### config.mk
export PLATFORM = sky130hd
export DESIGN_NAME = open_border_scheme_ctrl
export DESIGN_NICKNAME = d
export VERILOG_FILES = /design/src/rtl/open_border_scheme_ctrl.sv
export SDC_FILE = /design/constraint.sdc
export NUM_CORES = 1
export LEC_CHECK = 0
export BUFFER_PORTS_ARGS = -buffer_cell sky130_fd_sc_hd__clkbuf_2
export CORE_MARGIN = 4
export CORE_UTILIZATION = 60
export CTS_CLUSTER_DIAMETER = 40
export DETAILED_ROUTE_END_ITERATION = 10
export HOLD_SLACK_MARGIN = 0.08
export PLACE_DENSITY = 0.81
export SYNTH_ARGS = -nofsm -noshare
export SYNTH_HDL_FRONTEND = slang
export SYNTH_SLANG_ARGS = --single-unit
### constraint.sdc
create_clock -name clk -period 5.85 [get_ports clk]
set_input_delay 0.585 -clock clk [delete_from_list [all_inputs] [get_ports clk]]
set_output_delay 0.585 -clock clk [all_outputs]
set_load 0.01 [all_outputs]
### src/rtl/open_border_scheme_ctrl.sv
// Open-border mask scheme controller: streams a raster frame into the row buffers,
// pads the tail with zero pixels, and tracks the window centre to drive border mirror selects.
module open_border_scheme_ctrl #(
  parameter int ROW_WIDTH  = 100,
  parameter int COL_HEIGHT = 100,
  parameter int PIX_BIT    = 8,
  parameter int MASK_WIDTH = 7
) (
  input  logic               clk,
  input  logic               reset,
  input  logic               frame_start,
  input  logic               pix_in_valid,
  input  logic [PIX_BIT-1:0] pix_in_data,
  output logic               pix_in_ready,
  output logic               ctrl2buf_valid,
  output logic [PIX_BIT-1:0] data_cu2bufcf,
  output logic               sel_top_row,
  output logic [1:0]         sel_btm_row,
  output logic [1:0]         sel_right_col,
  output logic               sel_left_col,
  output logic               out_valid,
  output logic               frame_done,
  output logic               busy
);

  localparam int HALF = MASK_WIDTH / 2;
  localparam int D    = HALF * ROW_WIDTH + HALF;
  localparam int N    = ROW_WIDTH * COL_HEIGHT;
  localparam int PW   = $clog2(N + D + 1);
  localparam int CW   = $clog2(ROW_WIDTH);
  localparam int RW   = $clog2(COL_HEIGHT);

  localparam logic [PW-1:0] P_RUN   = PW'(D);
  localparam logic [PW-1:0] P_FLUSH = PW'(N);
  localparam logic [PW-1:0] P_DONE  = PW'(N + D);

  localparam logic [CW-1:0] COL_HALF = CW'(HALF);
  localparam logic [CW-1:0] COL_M3   = CW'(ROW_WIDTH - 3);
  localparam logic [CW-1:0] COL_M2   = CW'(ROW_WIDTH - 2);
  localparam logic [CW-1:0] COL_M1   = CW'(ROW_WIDTH - 1);
  localparam logic [RW-1:0] ROW_HALF = RW'(HALF);
  localparam logic [RW-1:0] ROW_M3   = RW'(COL_HEIGHT - 3);
  localparam logic [RW-1:0] ROW_M2   = RW'(COL_HEIGHT - 2);
  localparam logic [RW-1:0] ROW_M1   = RW'(COL_HEIGHT - 1);

  typedef enum logic [2:0] {S_IDLE, S_FILL, S_RUN, S_FLUSH, S_DONE} state_t;

  state_t             state, state_next;
  logic [PW-1:0]      p_cnt;
  logic [PW-1:0]      p_inc;
  logic [CW-1:0]      ccol;
  logic [RW-1:0]      crow;
  logic               push;
  logic               centre_push;
  logic               centre_q;
  logic [PIX_BIT-1:0] push_data;

  assign p_inc        = p_cnt + 1'b1;
  assign pix_in_ready = (state == S_FILL) || (state == S_RUN);
  assign centre_push  = push && ((state == S_RUN) || (state == S_FLUSH));
  assign frame_done   = (state == S_DONE);
  assign busy         = (state != S_IDLE);

  // NOTE: every always_comb output gets a default first so no path can infer a latch.
  always_comb begin
    state_next = state;
    push       = 1'b0;
    push_data  = '0;
    unique case (state)
      S_IDLE: if (frame_start) state_next = S_FILL;
      S_FILL: begin
        push      = pix_in_valid;
        push_data = pix_in_data;
        if (push && p_inc == P_RUN) state_next = S_RUN;
      end
      S_RUN: begin
        push      = pix_in_valid;
        push_data = pix_in_data;
        if (push && p_inc == P_FLUSH) state_next = S_FLUSH;
      end
      S_FLUSH: begin
        push = 1'b1;
        if (p_inc == P_DONE) state_next = S_DONE;
      end
      S_DONE:  state_next = S_IDLE;
      default: state_next = S_IDLE;
    endcase
  end

  // NOTE: sequential state uses non-blocking assignments so all registers update from pre-edge values.
  always_ff @(posedge clk or posedge reset) begin
    if (reset) state <= S_IDLE;
    else       state <= state_next;
  end

  // Selects describe the centre of the window the push completes; they hold across stalls.
  always_ff @(posedge clk or posedge reset) begin
    if (reset) begin
      p_cnt          <= '0;
      ccol           <= '0;
      crow           <= '0;
      ctrl2buf_valid <= 1'b0;
      centre_q       <= 1'b0;
      out_valid      <= 1'b0;
      data_cu2bufcf  <= '0;
      sel_top_row    <= 1'b0;
      sel_btm_row    <= 2'd0;
      sel_right_col  <= 2'd0;
      sel_left_col   <= 1'b0;
    end else begin
      ctrl2buf_valid <= push;
      centre_q       <= centre_push;
      out_valid      <= centre_q;
      if (state == S_IDLE && frame_start) begin
        p_cnt <= '0;
        ccol  <= '0;
        crow  <= '0;
      end else if (push) begin
        p_cnt         <= p_inc;
        data_cu2bufcf <= push_data;
        sel_top_row   <= (crow < ROW_HALF);
        sel_left_col  <= (ccol < COL_HALF);
        sel_btm_row   <= (crow == ROW_M3) ? 2'd1 : (crow == ROW_M2) ? 2'd2 :
                         (crow == ROW_M1) ? 2'd3 : 2'd0;
        sel_right_col <= (ccol == COL_M3) ? 2'd1 : (ccol == COL_M2) ? 2'd2 :
                         (ccol == COL_M1) ? 2'd3 : 2'd0;
        if (centre_push) begin
          if (ccol == COL_M1) begin
            ccol <= '0;
            crow <= (crow == ROW_M1) ? '0 : crow + 1'b1;
          end else begin
            ccol <= ccol + 1'b1;
          end
        end
      end
    end
  end

endmodule
Yosys cells after proc, flatten, opt, wreduce, memory -nomap -nowiden:

Index checks and enable logic that the tools add are counted.

* flip-flop bits (word level): 48
* input bits: 12
* output and inout bits: 19
* logic and storage cells: 75

* $add $sub $neg: 3
* $lt $le $gt $ge: 2
* equality and inequality tests: 17
* multiplexer cells: 24
* bitwise gates (word level): 1
* reductions and logical operators: 16

Operators with widths (number)
* 7-bit 2-to-1 mux: 9
* 7-bit equality test, second input constant: 6
* 14-bit equality test, second input constant: 2
* 14-bit 2-to-1 mux: 2
* 14-bit by 1-bit adder with 14-bit output, second input constant: 1
* 7-bit by 1-bit adder with 7-bit output, second input constant: 2
* 14-bit by 9-bit equality test with 1-bit output, second input constant: 1
* 7-bit by 2-bit < comparator with 1-bit output, second input constant: 2
* 2-bit 2-to-1 mux: 6
* 3-bit 2-to-1 mux: 4
* 3-bit one-hot mux with 4 select lines: 1
* 8-bit 2-to-1 mux: 1
* 3-bit by 2-bit equality test with 1-bit output, second input constant: 2
* 2-bit by 1-bit inequality test with 1-bit output, second input constant: 3
* 2-bit nonzero test: 3
* 1-bit logical AND: 4
* 2-bit AND reduction: 2
* 4-bit AND reduction: 1
* 3-bit by 1-bit equality test with 1-bit output, second input constant: 1
* 3-bit equality test, second input constant: 1
* 3-bit zero test: 1
* 3-bit AND reduction: 1
* 3-bit nonzero test: 1
* 1-bit logical OR: 2
* other kinds (4): 4

Longest topological paths before layout:

Gate-level depths: netlist (run 1).

* depth after elaboration: 7
* mapped depth: 8
* mapped depth without buffers: 7

Worst setup path after synthesis (run 1):

OpenSTA, ideal clock, no wires.

* path type: flip-flop to flip-flop
* from: register p_cnt[1]
* to: register state[0]
* setup time: 0.087 ns
* arrival time: 2.201 ns
* data required time: 5.763 ns
* slack: 3.562 ns
* cell stages (with the launch flop): 8
* path buffers: 0
* clock period less this slack: 2.288 ns
* cells stage by stage: dfrtp_1 -> ha_1 -> nand3_2 -> or4_1 -> xor2_1 -> and4_4 -> a2111o_1 -> o211ai_1

* longest elaborated chain between the ends: 5
* elaborated cells between the ends (all ways): 10
* classes of those cells: add/sub: 1; eq/ne: 6; reduce/logical: 3

RTL lines
* from (decl): RTL line 49 `logic [PW-1:0] p_cnt;`
* from (signal assigned): RTL line 119 `p_cnt <= p_inc;`
* 14-bit by 1-bit adder with 14-bit output (*): RTL line 58 `assign p_inc = p_cnt + 1'b1;`
* 14-bit equality test / 14-bit by 9-bit equality test with 1-bit output (equally long branches): RTL line 79, 74
* 1-bit logical AND, on equally long branches: RTL line 79, 74
* 2-bit by 1-bit inequality test with 1-bit output (no source line)
* 4-bit AND reduction (no source line) (*)
* to (signal assigned): RTL line 93 `else state <= state_next;`
* to (decl): RTL line 48 `state_t state, state_next;`

Mark *: on every way between the ends. The rest lies on a longest branch, timed or not.
A chain may end at the register's enable or synchronous reset.

Worst setup path after layout (run 1):

* from: register p_cnt[0]
* to: register state[0]

Same word-level chain as after synthesis.

==> results.py, run 1 <==
metrics = {
    "outcome": {
        "run_status": "complete, no violations",
    },
    "yosys": {
        "synth_area_leaders": "sky130_fd_sc_hd__dfrtp_1 (43%), sky130_fd_sc_hd__o21ai_0 (6.9%), sky130_fd_sc_hd__nand2_1 (6.0%), sky130_fd_sc_hd__nand3_1 (4.2%), sky130_fd_sc_hd__ha_1 (3.6%)",
        "postSynthRegisterBits": 48,
        "synth_seq_area_share_pct": 43.4,
        "syn_area_um2": 2770,
        "netlist-cell-type-count": 53,
        "edff_count_synth": 0,
        "synth_area_leader_cell": "sky130_fd_sc_hd__dfrtp_1",
        "synthCells": 313,
        "netlist.area_leader.share_pct": 43.4,
        "synth_top_flop_cell": "sky130_fd_sc_hd__dfrtp_1",
        "yosys.cell_count.top_type": "sky130_fd_sc_hd__dfrtp_1",
        "synth_warnings": 0,
        "synth.avg_cell_area_um2": 8.84,
        "postSynth.asyncResetShare_pct": 100,
        "post_synth_most_frequent_cells": "sky130_fd_sc_hd__dfrtp_1 (48), sky130_fd_sc_hd__nand2_1 (44), sky130_fd_sc_hd__o21ai_0 (38)",
        "mappedNetlistNets": 333,
    },
    "grt": {
        "vias_in_the_first_global_route": 2194,
        "grt_start_max_net_pins": 49,
        "antenna_found_initial": 0,
        "grt_first_pass_wirelength_um": 10100,
        "globalRoute.totalOverflow": 0,
        "grt.total_usage_pct": 20.7,
    },
    "route": {
        "m1WireLength_um": 2590,
        "ant_nets": 0,
        "route.vias.total": 2298,
        "route.top_layer_used": "met4",
        "detail_route.drc_violations": 0,
        "drt-initial-drc-count": 245,
        "met3RoutedLength_um": 197,
        "drtPass1Iterations": 4,
        "routed_wire_length_per_instance_um": 14.6,
        "totalWireLength_um": 5660,
        "met2WireLength_um": 2800,
        "drt-vias-per-instance": 5.92,
    },
    "sta": {
        "timing.final.setup_violations": 0,
        "fin_worst_skew_ps": 9.74,
        "timing_hold_violations_final": 0,
        "rsz0062_at_grt": "false",
        "worst-slew-pin-transition_ps": 989,
        "fmax_ghz": 0.400,
        "min_period_over_period_pct": 42.8,
        "fin_worst_hold_slack_ps": 373,
        "timing_max_transition_violations_final": 0,
        "period_minus_slack_ps": 2500,
        "setup_tns_ps": 0,
        "timing.slew.headroom_pct": 33.4,
        "finalWorstSetupSlack_ps": 3350,
    },
    "cells_and_area": {
        "drive_above_1_share_pct": 15.8,
        "diodes": 0,
        "num-fill-cells": 364,
        "non_filler_cells_final": 388,
        "layout-area-overhead-vs-synth_pct": 8.73,
        "design.final.nets": 355,
        "utilization_pct": 68.2,
    },
    "die": {
        "placementRows": 24,
        "die_width_um": 75.9,
        "area_of_the_core_region_um2": 4410,
        "initial_utilization_pct": 62.7,
        "io-pin-count": 31,
        "die-area_um2": 5760,
        "height_of_the_chip_um": 75.9,
    },
    "power": {
        "leakage_power_nw": 1.33,
        "cellInternalPower_mw": 0.497,
        "power.density_cell_area_nw_per_um2": 235,
        "switching_share_pct": 29.5,
        "max_ir_drop_vdd_uv": 128,
        "seq_power_share_pct": 56.0,
        "clkPwrFrac_pct": 29.5,
        "combPwrFrac_pct": 14.4,
        "power.switching_mw": 0.209,
    },
    "clock_network": {
        "cts_tree": "done",
        "cts_hold_repair.buffers": 0,
        "worst_setup_hold_path_clk_slew_ps": 100,
        "cts_buffers": 5,
        "cts.path.max_buffers": 2,
        "cts.repair.resized": 0,
        "clock_latency_late_sink_ps": 300,
        "cts_htree_levels": 2,
        "cts_sink_count": 48,
        "number_of_setup_buffers_added_after_cts": 0,
        "clk_root_buffer_cell": "sky130_fd_sc_hd__clkbuf_8",
    },
    "run": {
        "drv.max_cap_violation_count": 0,
    },
    "worst_setup_path": {
        "worstSetupStartpointType": "flip-flop",
        "cp_slowest_cell": "sky130_fd_sc_hd__or4_1",
        "worstRegToRegCells": 7,
        "worstPathArrival_ps": 2730,
        "timing.critical_path.to_type": "flip-flop",
        "timing.critical_path.required_ps": 6080,
        "r2r-end": "state[0]",
        "setup.worst_path.class": "reg2reg",
        "r2r_slack_ps": 3350,
        "timing.critical_path.fanout_max": 10,
        "crit-reg2reg-launch": "p_cnt[0]",
        "max_stage_delay_ps": 590,
        "cell_chain_of_the_critical_path": "ha_1, nand3_2, or4_1, xor2_1, and4_4, a2111o_1, o211ai_1",
    },
    "worst_hold_path": {
        "min_delay_worst_endpoint": "out_valid",
        "holdCritPathClass": "reg2reg",
        "hold_path_depth": 0,
        "timing.hold.worst.start": "centre_q",
    },
    "placement": {
        "place_worst_setup_slack_ps": 3360,
        "routabilityCongestion": 0.851,
        "hpwl_um": 3930,
        "placedCellCount": 380,
        "port_buffers": 30,
    },
}
how the worst max path moves through the flow:
stage                to         start  slack [ps]
3_5_place_dp    crow[3]  pix_in_valid        3360
3_3_place_gp    crow[3]   frame_start        3370
6_report       state[0]      p_cnt[0]        3350
2_1_floorplan  state[0]      p_cnt[1]        3560
5_1_grt         crow[3]      state[0]        3020
4_1_cts        state[0]      p_cnt[0]        3360
layout by cell type (no fill, tap or decap), types with 4 or more instances in the layout:
cell / netlist / routed
sky130_fd_sc_hd__clkbuf_2: 0 / 30
sky130_fd_sc_hd__nand3_1: 23 / 23
sky130_fd_sc_hd__inv_1: 12 / 11
sky130_fd_sc_hd__o31ai_1: 8 / 8
sky130_fd_sc_hd__a21oi_1: 6 / 6
sky130_fd_sc_hd__nand2_1: 44 / 44
sky130_fd_sc_hd__nand4_1: 4 / 4
sky130_fd_sc_hd__xnor2_1: 6 / 6
sky130_fd_sc_hd__and3_1: 7 / 7
sky130_fd_sc_hd__nor3_1: 10 / 10
sky130_fd_sc_hd__nor2b_1: 6 / 6
sky130_fd_sc_hd__o21ai_0: 38 / 38
sky130_fd_sc_hd__dfrtp_1: 48 / 48
sky130_fd_sc_hd__nor2_1: 24 / 24
sky130_fd_sc_hd__clkbuf_8: 0 / 6
sky130_fd_sc_hd__a211oi_1: 4 / 4
sky130_fd_sc_hd__ha_1: 8 / 8
flip-flops by register name (all words and copies together) (netlist names):
| register | flops |
|---|---|
| p_cnt | 14 |
| state | 3 |
| crow | 7 |
| data_cu2bufcf | 8 |
| centre_q | 1 |
| ctrl2buf_valid | 1 |
| ccol | 7 |
| sel_btm_row | 2 |
| out_valid | 1 |
| sel_left_col | 1 |
| sel_top_row | 1 |
| sel_right_col | 2 |
layout make-up:
type / count / area [µm²] / share of cell area, %
clock buffers: 6 / 82.6 / 2.74
clock inverters: 2 / 13.8 / 0.457
inverters: 12 / 45.0 / 1.50
multi-input cells: 237 / 1440 / 48.0
flip-flops and latches: 48 / 1200 / 39.9
well taps: 52 / 65.1 / 2.16
repair buffers: 31 / 158 / 5.24
metal layers:
layer	track usage, %	vias to the layer above
met3	2.96	5
met4	6.58	0
met5	0	-
li1	-	1169
met1	28.2	1084
met2	34.2	40
critical path, delay by kind of cell (launching register included):
family	cells	cell delay, ps
fa+ha+maj	1	340
compound gates	2	440
simple gates	3	950
flops	1	530
xor+xnor	1	180
kinds of logic (layout without fill, tap and decap cells):
family	after synthesis	count (layout)	share of synthesized area, %
AOI/OAI and AO/OA	78	78	18.6
xor gates and xnor gates	9	9	2.85
adders and majority gates	8	8	3.62
buffers and inverters	28	51	4.43
DFF	48	48	43.4
muxes	1	1	0.362
and+or+nand+nor	141	141	26.8
power by group through the flow:
| stage | Combinational (mW) | Sequential (mW) | Clock [mW] |
|---|---|---|---|
| final | 0.102 | 0.396 | 0.208 |
| after global routing | 0.118 | 0.401 | 0.230 |
| after CTS | 0.103 | 0.395 | 0.215 |
| after detailed placement | 0.103 | 0.402 | 0 |
| after global placement | 0.100 | 0.400 | 0 |
| after floorplan | 0.0904 | 0.387 | 0 |
stage by stage:
stage                     cell area, µm²  power, mW
after global routing                3010      0.749
after floorplan                     2770      0.477
final                               3010      0.706
after detailed placement            2910      0.504
after global placement              2910      0.500
after CTS                           3010      0.713
(Power assumes the default switching activity.)
==> run 2: changes to the inputs <==
--- a/config.mk
+++ b/config.mk
@@ -7,11 +7,11 @@
 export LEC_CHECK = 0
 export BUFFER_PORTS_ARGS = -buffer_cell sky130_fd_sc_hd__clkbuf_2
 export CORE_MARGIN = 4
-export CORE_UTILIZATION = 60
+export CORE_UTILIZATION = 58
 export CTS_CLUSTER_DIAMETER = 40
 export DETAILED_ROUTE_END_ITERATION = 10
 export HOLD_SLACK_MARGIN = 0.08
-export PLACE_DENSITY = 0.81
+export PLACE_DENSITY = 0.79
 export SYNTH_ARGS = -nofsm -noshare
 export SYNTH_HDL_FRONTEND = slang
 export SYNTH_SLANG_ARGS = --single-unit
==> constraint.sdc (replaced) <==
create_clock -name clk -period 2.5 [get_ports clk]
set_input_delay 0.25 -clock clk [delete_from_list [all_inputs] [get_ports clk]]
set_output_delay 0.25 -clock clk [all_outputs]
set_load 0.01 [all_outputs]
==> results.py, run 2 (synthesized netlist as in run 1, its figures left out) <==
metrics = {
    "worst_setup_path": {
        "critPathTopFamily": "simple AND/OR/NAND/NOR gates",
        "cell_chain_of_the_critical_path": "ha_1, nand3_2, or4_1, xor2_1, and4_4, a2111o_1, o211ai_1",
        "worstSetupStartpoint": "p_cnt[1]",
        "worstSetupStartpointType": "flip-flop",
        "timing.critical_path.fanout_max": 7,
        "setup.worst_path.class": "reg2reg",
        "max_stage_delay_ps": 590,
        "timing.critical_path.required_ps": 2710,
        "crit-reg2reg-launch": "p_cnt[1]",
        "cp_slowest_cell": "sky130_fd_sc_hd__or4_1",
        "timing.critical_path.to_type": "flip-flop",
        "timing.critical_path.buf_inv": 0,
        "worstPathArrival_ps": 2530,
    },
    "route": {
        "route.vias.total": 2369,
        "drt-vias-per-instance": 5.94,
        "routed_wire_length_per_instance_um": 14.8,
        "detail_route.drc_violations": 0,
        "ant_nets": 0,
        "totalWireLength_um": 5910,
        "drt-initial-drc-count": 161,
        "drtPass1Iterations": 4,
    },
    "worst_hold_path": {
        "holdCritPathClass": "in2reg",
        "timing.hold.worst.start": "pix_in_data[5]",
    },
    "grt": {
        "grt_use_met1_pct": 27.4,
        "globalRoute.totalOverflow": 0,
        "use_met3_pct": 4.57,
        "grt_first_pass_wirelength_um": 10200,
        "busiest_layer": "met2",
        "vias_in_the_first_global_route": 2204,
        "grt.total_usage_pct": 21.2,
        "antenna_found_initial": 0,
        "grt_start_max_net_pins": 33,
        "global_route.usage.met2_pct": 35.2,
    },
    "cells_and_area": {
        "diodes": 0,
        "layout_top_registers": "p_cnt: 14 flops, data_cu2bufcf: 8 flops",
        "drive_above_1_share_pct": 17.6,
        "largest_register_ffs": 14,
        "regMostFlops": "p_cnt",
        "leading_cell_types_in_the_layout_fill_and_taps_excluded": "sky130_fd_sc_hd__dfrtp_1 (48), sky130_fd_sc_hd__nand2_1 (44), sky130_fd_sc_hd__o21ai_0 (38)",
        "num-fill-cells": 344,
        "layout-area-overhead-vs-synth_pct": 11.6,
        "design.final.nets": 366,
        "layout_commonest_cell": "sky130_fd_sc_hd__dfrtp_1",
        "non_filler_cells_final": 399,
    },
    "clock_network": {
        "worst_setup_hold_path_clk_slew_ps": 90,
        "cts_htree_levels": 2,
        "cts_sink_count": 48,
        "number_of_setup_buffers_added_after_cts": 0,
        "clock_latency_late_sink_ps": 300,
        "cts.path.max_buffers": 2,
        "clk_root_buffer_cell": "sky130_fd_sc_hd__clkbuf_8",
        "cts_buffers": 5,
        "cts_tree": "done",
    },
    "sta": {
        "timing.slew.headroom_pct": 61.1,
        "worst-slew-pin-transition_ps": 582,
        "fin_worst_skew_ps": 11.2,
        "min_period_over_period_pct": 92.6,
        "timing_hold_violations_final": 0,
        "timing.final.setup_violations": 0,
        "period_minus_slack_ps": 2320,
        "rsz0062_at_grt": "false",
        "fin_worst_hold_slack_ps": 163,
        "setup_tns_ps": 0,
        "timing_max_transition_violations_final": 0,
        "fmax_ghz": 0.432,
    },
    "power": {
        "total_power_mw": 1.67,
        "leakage_power_nw": 1.38,
        "max_ir_drop_vdd_uv": 322,
        "power.density_cell_area_nw_per_um2": 541,
    },
    "die": {
        "height_of_the_chip_um": 77.1,
        "die-area_um2": 5940,
        "die_width_um": 77.1,
        "initial_utilization_pct": 61.9,
        "io-pin-count": 31,
        "area_of_the_core_region_um2": 4470,
        "placementRows": 24,
    },
    "run": {
        "drv.max_cap_violation_count": 0,
    },
    "placement": {
        "placedCellCount": 390,
        "routabilityCongestion": 0.860,
        "port_buffers": 30,
        "hpwl_um": 4240,
    },
    "outcome": {
        "run_status": "complete, no violations",
    },
}
[run 2: changes by cell type in the layout (fill, tap and decap cells not counted)]
| cell | delta |
|---|---|
| sky130_fd_sc_hd__buf_4 | +10 |
| sky130_fd_sc_hd__clkinv_2 | -1 |
| sky130_fd_sc_hd__inv_6 | -1 |
| sky130_fd_sc_hd__dlygate4sd3_1 | +1 |
| sky130_fd_sc_hd__clkbuf_1 | +2 |
[run 2: final timing paths]
check / end / slack [ps] / cells past startpoint
max in group asynchronous: sel_right_col[1] / 1330 / 4
max: state[0] / 180 / 7
min in group asynchronous: p_cnt[7] / 470 / 3
max reg2reg: state[0] / 180 / 7
min reg2reg: out_valid / 350 / 0
min: data_cu2bufcf[5] / 160 / 3
[run 2: what timing repair did]
action | in CTS | in global routing
gates resized for setup | 0 | 0
hold endpoints to repair | 18 | 0
hold buffers | 1 | 0
[run 2: cell type report]
class,instances,area [µm²],share of cell area (%)
timing repair buffer,42,243,7.86
clock buffer,8,90.1,2.92
multi-input combinational,237,1440,46.8
tap,52,65.1,2.11
inverter,12,45.0,1.46
sequential,48,1200,38.9
[run 2: metrics by stage]
stage                     utilization [%]  area [µm²]  setup slack, ps
after floorplan                         -        2770              212
after global placement               66.8        2990              297
after detailed placement             66.8        2990              242
after CTS                            69.0        3090              205
after global routing                 69.0        3090             8.42
final                                69.0        3090              185
[run 2: where the power goes]
part | internal [mW] | switching, mW | leakage (nW) | total (mW)
logic | 0.123 | 0.163 | 0.716 | 0.286
registers | 0.833 | 0.0738 | 0.619 | 0.907
clock network | 0.226 | 0.252 | 0.0455 | 0.478
[run 2: routing by layer]
layer	part of all wire (%)	vias to the layer above
met5	0	-
met4	1.0	0
met3	5.6	8
met2	50	68
met1	44	1109
li1	-	1184
[run 2: tightest hold or removal path, stage by stage]
cell	delay [ps]
sky130_fd_sc_hd__clkbuf_2	80
sky130_fd_sc_hd__nand3_1	50
sky130_fd_sc_hd__nand2_1	40
==> run 3: changes to the inputs <==
--- a/config.mk
+++ b/config.mk
@@ -5,13 +5,14 @@
 export SDC_FILE = /design/constraint.sdc
 export NUM_CORES = 1
 export LEC_CHECK = 0
+export ABC_CLOCK_PERIOD_IN_PS = 2500
 export BUFFER_PORTS_ARGS = -buffer_cell sky130_fd_sc_hd__clkbuf_2
 export CORE_MARGIN = 4
-export CORE_UTILIZATION = 58
+export CORE_UTILIZATION = 45
+export CTS_BUF_LIST = sky130_fd_sc_hd__clkbuf_4 sky130_fd_sc_hd__clkbuf_8
 export CTS_CLUSTER_DIAMETER = 40
 export DETAILED_ROUTE_END_ITERATION = 10
 export HOLD_SLACK_MARGIN = 0.08
-export PLACE_DENSITY = 0.79
 export SYNTH_ARGS = -nofsm -noshare
 export SYNTH_HDL_FRONTEND = slang
 export SYNTH_SLANG_ARGS = --single-unit
==> results.py, run 3 (synthesized netlist as in run 1, its figures left out) <==
metrics = {
    "worst_setup_path": {
        "r2r-end": "state[2]",
        "crit-reg2reg-launch": "p_cnt[4]",
        "setup.worst_path.class": "reg2reg",
        "r2r_slack_ps": 240,
        "worstSetupStartpointType": "flip-flop",
        "worstPathArrival_ps": 2500,
        "timing.critical_path.fanout_max": 10,
        "timing.critical_path.required_ps": 2740,
        "timing.critical_path.to_type": "flip-flop",
        "worstRegToRegCells": 6,
    },
    "die": {
        "placementRows": 28,
        "die_width_um": 86.4,
        "height_of_the_chip_um": 86.4,
        "io-pin-count": 31,
        "die-area_um2": 7470,
        "area_of_the_core_region_um2": 5960,
        "initial_utilization_pct": 46.5,
    },
    "route": {
        "drtPass1Iterations": 4,
        "totalWireLength_um": 6000,
        "ant_nets": 0,
        "drt-vias-per-instance": 5.54,
        "routed_wire_length_per_instance_um": 14.2,
        "route.vias.total": 2342,
        "detail_route.drc_violations": 0,
        "drt-initial-drc-count": 118,
    },
    "clock_network": {
        "cts_tree": "done",
        "cts_buffers": 5,
        "clk_root_buffer_cell": "sky130_fd_sc_hd__clkbuf_8",
        "cts.repair.resized": 0,
        "cts_htree_levels": 2,
        "cts.path.max_buffers": 2,
        "clock_latency_late_sink_ps": 310,
        "cts_sink_count": 48,
        "worst_setup_hold_path_clk_slew_ps": 100,
    },
    "grt": {
        "vias_in_the_first_global_route": 2271,
        "grt_start_max_net_pins": 43,
        "grt_first_pass_wirelength_um": 10400,
        "antenna_found_initial": 0,
        "globalRoute.totalOverflow": 0,
        "grt.total_usage_pct": 17.2,
    },
    "cells_and_area": {
        "layout_commonest_cell": "sky130_fd_sc_hd__dfrtp_1",
        "utilization_pct": 52.8,
        "largest_register_ffs": 14,
        "non_filler_cells_final": 423,
        "finalInstanceArea_um2": 3150,
        "design.final.nets": 367,
        "diodes": 0,
        "layout-area-overhead-vs-synth_pct": 13.7,
        "regMostFlops": "p_cnt",
        "drive_above_1_share_pct": 18.4,
        "layout_top_registers": "p_cnt: 14 flops, data_cu2bufcf: 8 flops",
        "leading_cell_types_in_the_layout_fill_and_taps_excluded": "sky130_fd_sc_hd__dfrtp_1 (48), sky130_fd_sc_hd__nand2_1 (44), sky130_fd_sc_hd__o21ai_0 (38)",
    },
    "worst_hold_path": {
        "timing.hold.worst.start": "pix_in_data[2]",
        "min_delay_worst_endpoint": "data_cu2bufcf[2]",
        "hold_path_depth": 3,
        "holdCritPathClass": "in2reg",
    },
    "power": {
        "power.density_cell_area_nw_per_um2": 557,
        "total_power_mw": 1.75,
        "leakage_power_nw": 1.39,
        "max_ir_drop_vdd_uv": 280,
    },
    "sta": {
        "worst-slew-pin-transition_ps": 607,
        "timing.final.setup_violations": 0,
        "fin_worst_skew_ps": 10.6,
        "min_period_over_period_pct": 90.5,
        "rsz0062_at_grt": "false",
        "timing_hold_violations_final": 0,
        "timing.slew.headroom_pct": 59.4,
        "period_minus_slack_ps": 2260,
        "fmax_ghz": 0.442,
        "finalWorstSetupSlack_ps": 237,
        "setup_tns_ps": 0,
        "fin_worst_hold_slack_ps": 150,
        "timing_max_transition_violations_final": 0,
    },
    "run": {
        "drv.max_cap_violation_count": 0,
    },
    "placement": {
        "hpwl_um": 4250,
        "post_dp_cell_area_um2": 3020,
        "port_buffers": 30,
        "routabilityCongestion": 0.904,
        "place_worst_setup_slack_ps": 245,
        "placedCellCount": 414,
    },
    "outcome": {
        "run_status": "complete, no violations",
    },
}
==> run 3: layout make-up <==
type | count | area (µm²)
Multi-Input combinational cell | 237 | 1440
Clock buffer | 5 | 68.8
Inverter | 12 | 45.0
Sequential cell | 48 | 1200
Timing Repair Buffer | 43 | 250
Clock inverter | 3 | 42.5
Tap cell | 75 | 93.8
Fill cell | 565 | 2810
==> run 3: layer usage <==
metal | vias up | share of wire [%] | routed length (µm) | GRT usage [%]
met5 | - | 0 | 0 | 0
met4 | 0 | 1.7 | 100 | 6.23
met3 | 9 | 4.0 | 237 | 3.23
met2 | 50 | 47 | 2820 | 28.9
met1 | 1091 | 47 | 2840 | 21.9
li1 | 1192 | - | - | -
==> run 3: worst max-delay path by stage <==
| stage | startpoint | slack, ps | end |
|---|---|---|---|
| floorplan | p_cnt[1] | 210 | state[0] |
| global placement | p_cnt[0] | 280 | state[0] |
| detailed placement | p_cnt[1] | 240 | state[0] |
| CTS | p_cnt[1] | 230 | state[0] |
| global route | p_cnt[1] | 30 | state[0] |
| finish | p_cnt[4] | 240 | state[2] |
==> run 3: repair_timing <==
| action | CTS | global route |
|---|---|---|
| hold buffers | 1 | 0 |
| hold endpoints to repair | 24 | 0 |
| buffers inserted | 0 | 0 |
==> run 3: power breakdown <==
| part | leakage [nW] | switching, mW | total [mW] | internal [mW] |
|---|---|---|---|---|
| Sequential | 0.619 | 0.0702 | 0.903 | 0.833 |
| Clock | 0.0541 | 0.272 | 0.568 | 0.296 |
| Combinational | 0.721 | 0.159 | 0.281 | 0.122 |
==> run 3: critical path, stage by stage (launching register included) <==
cell                       delay (ps)
sky130_fd_sc_hd__dfrtp_1          570
sky130_fd_sc_hd__nand3_1          160
sky130_fd_sc_hd__or3_1            350
sky130_fd_sc_hd__a221oi_1         530
sky130_fd_sc_hd__nand4_1          180
sky130_fd_sc_hd__a211oi_2         260
sky130_fd_sc_hd__nor2b_1          150
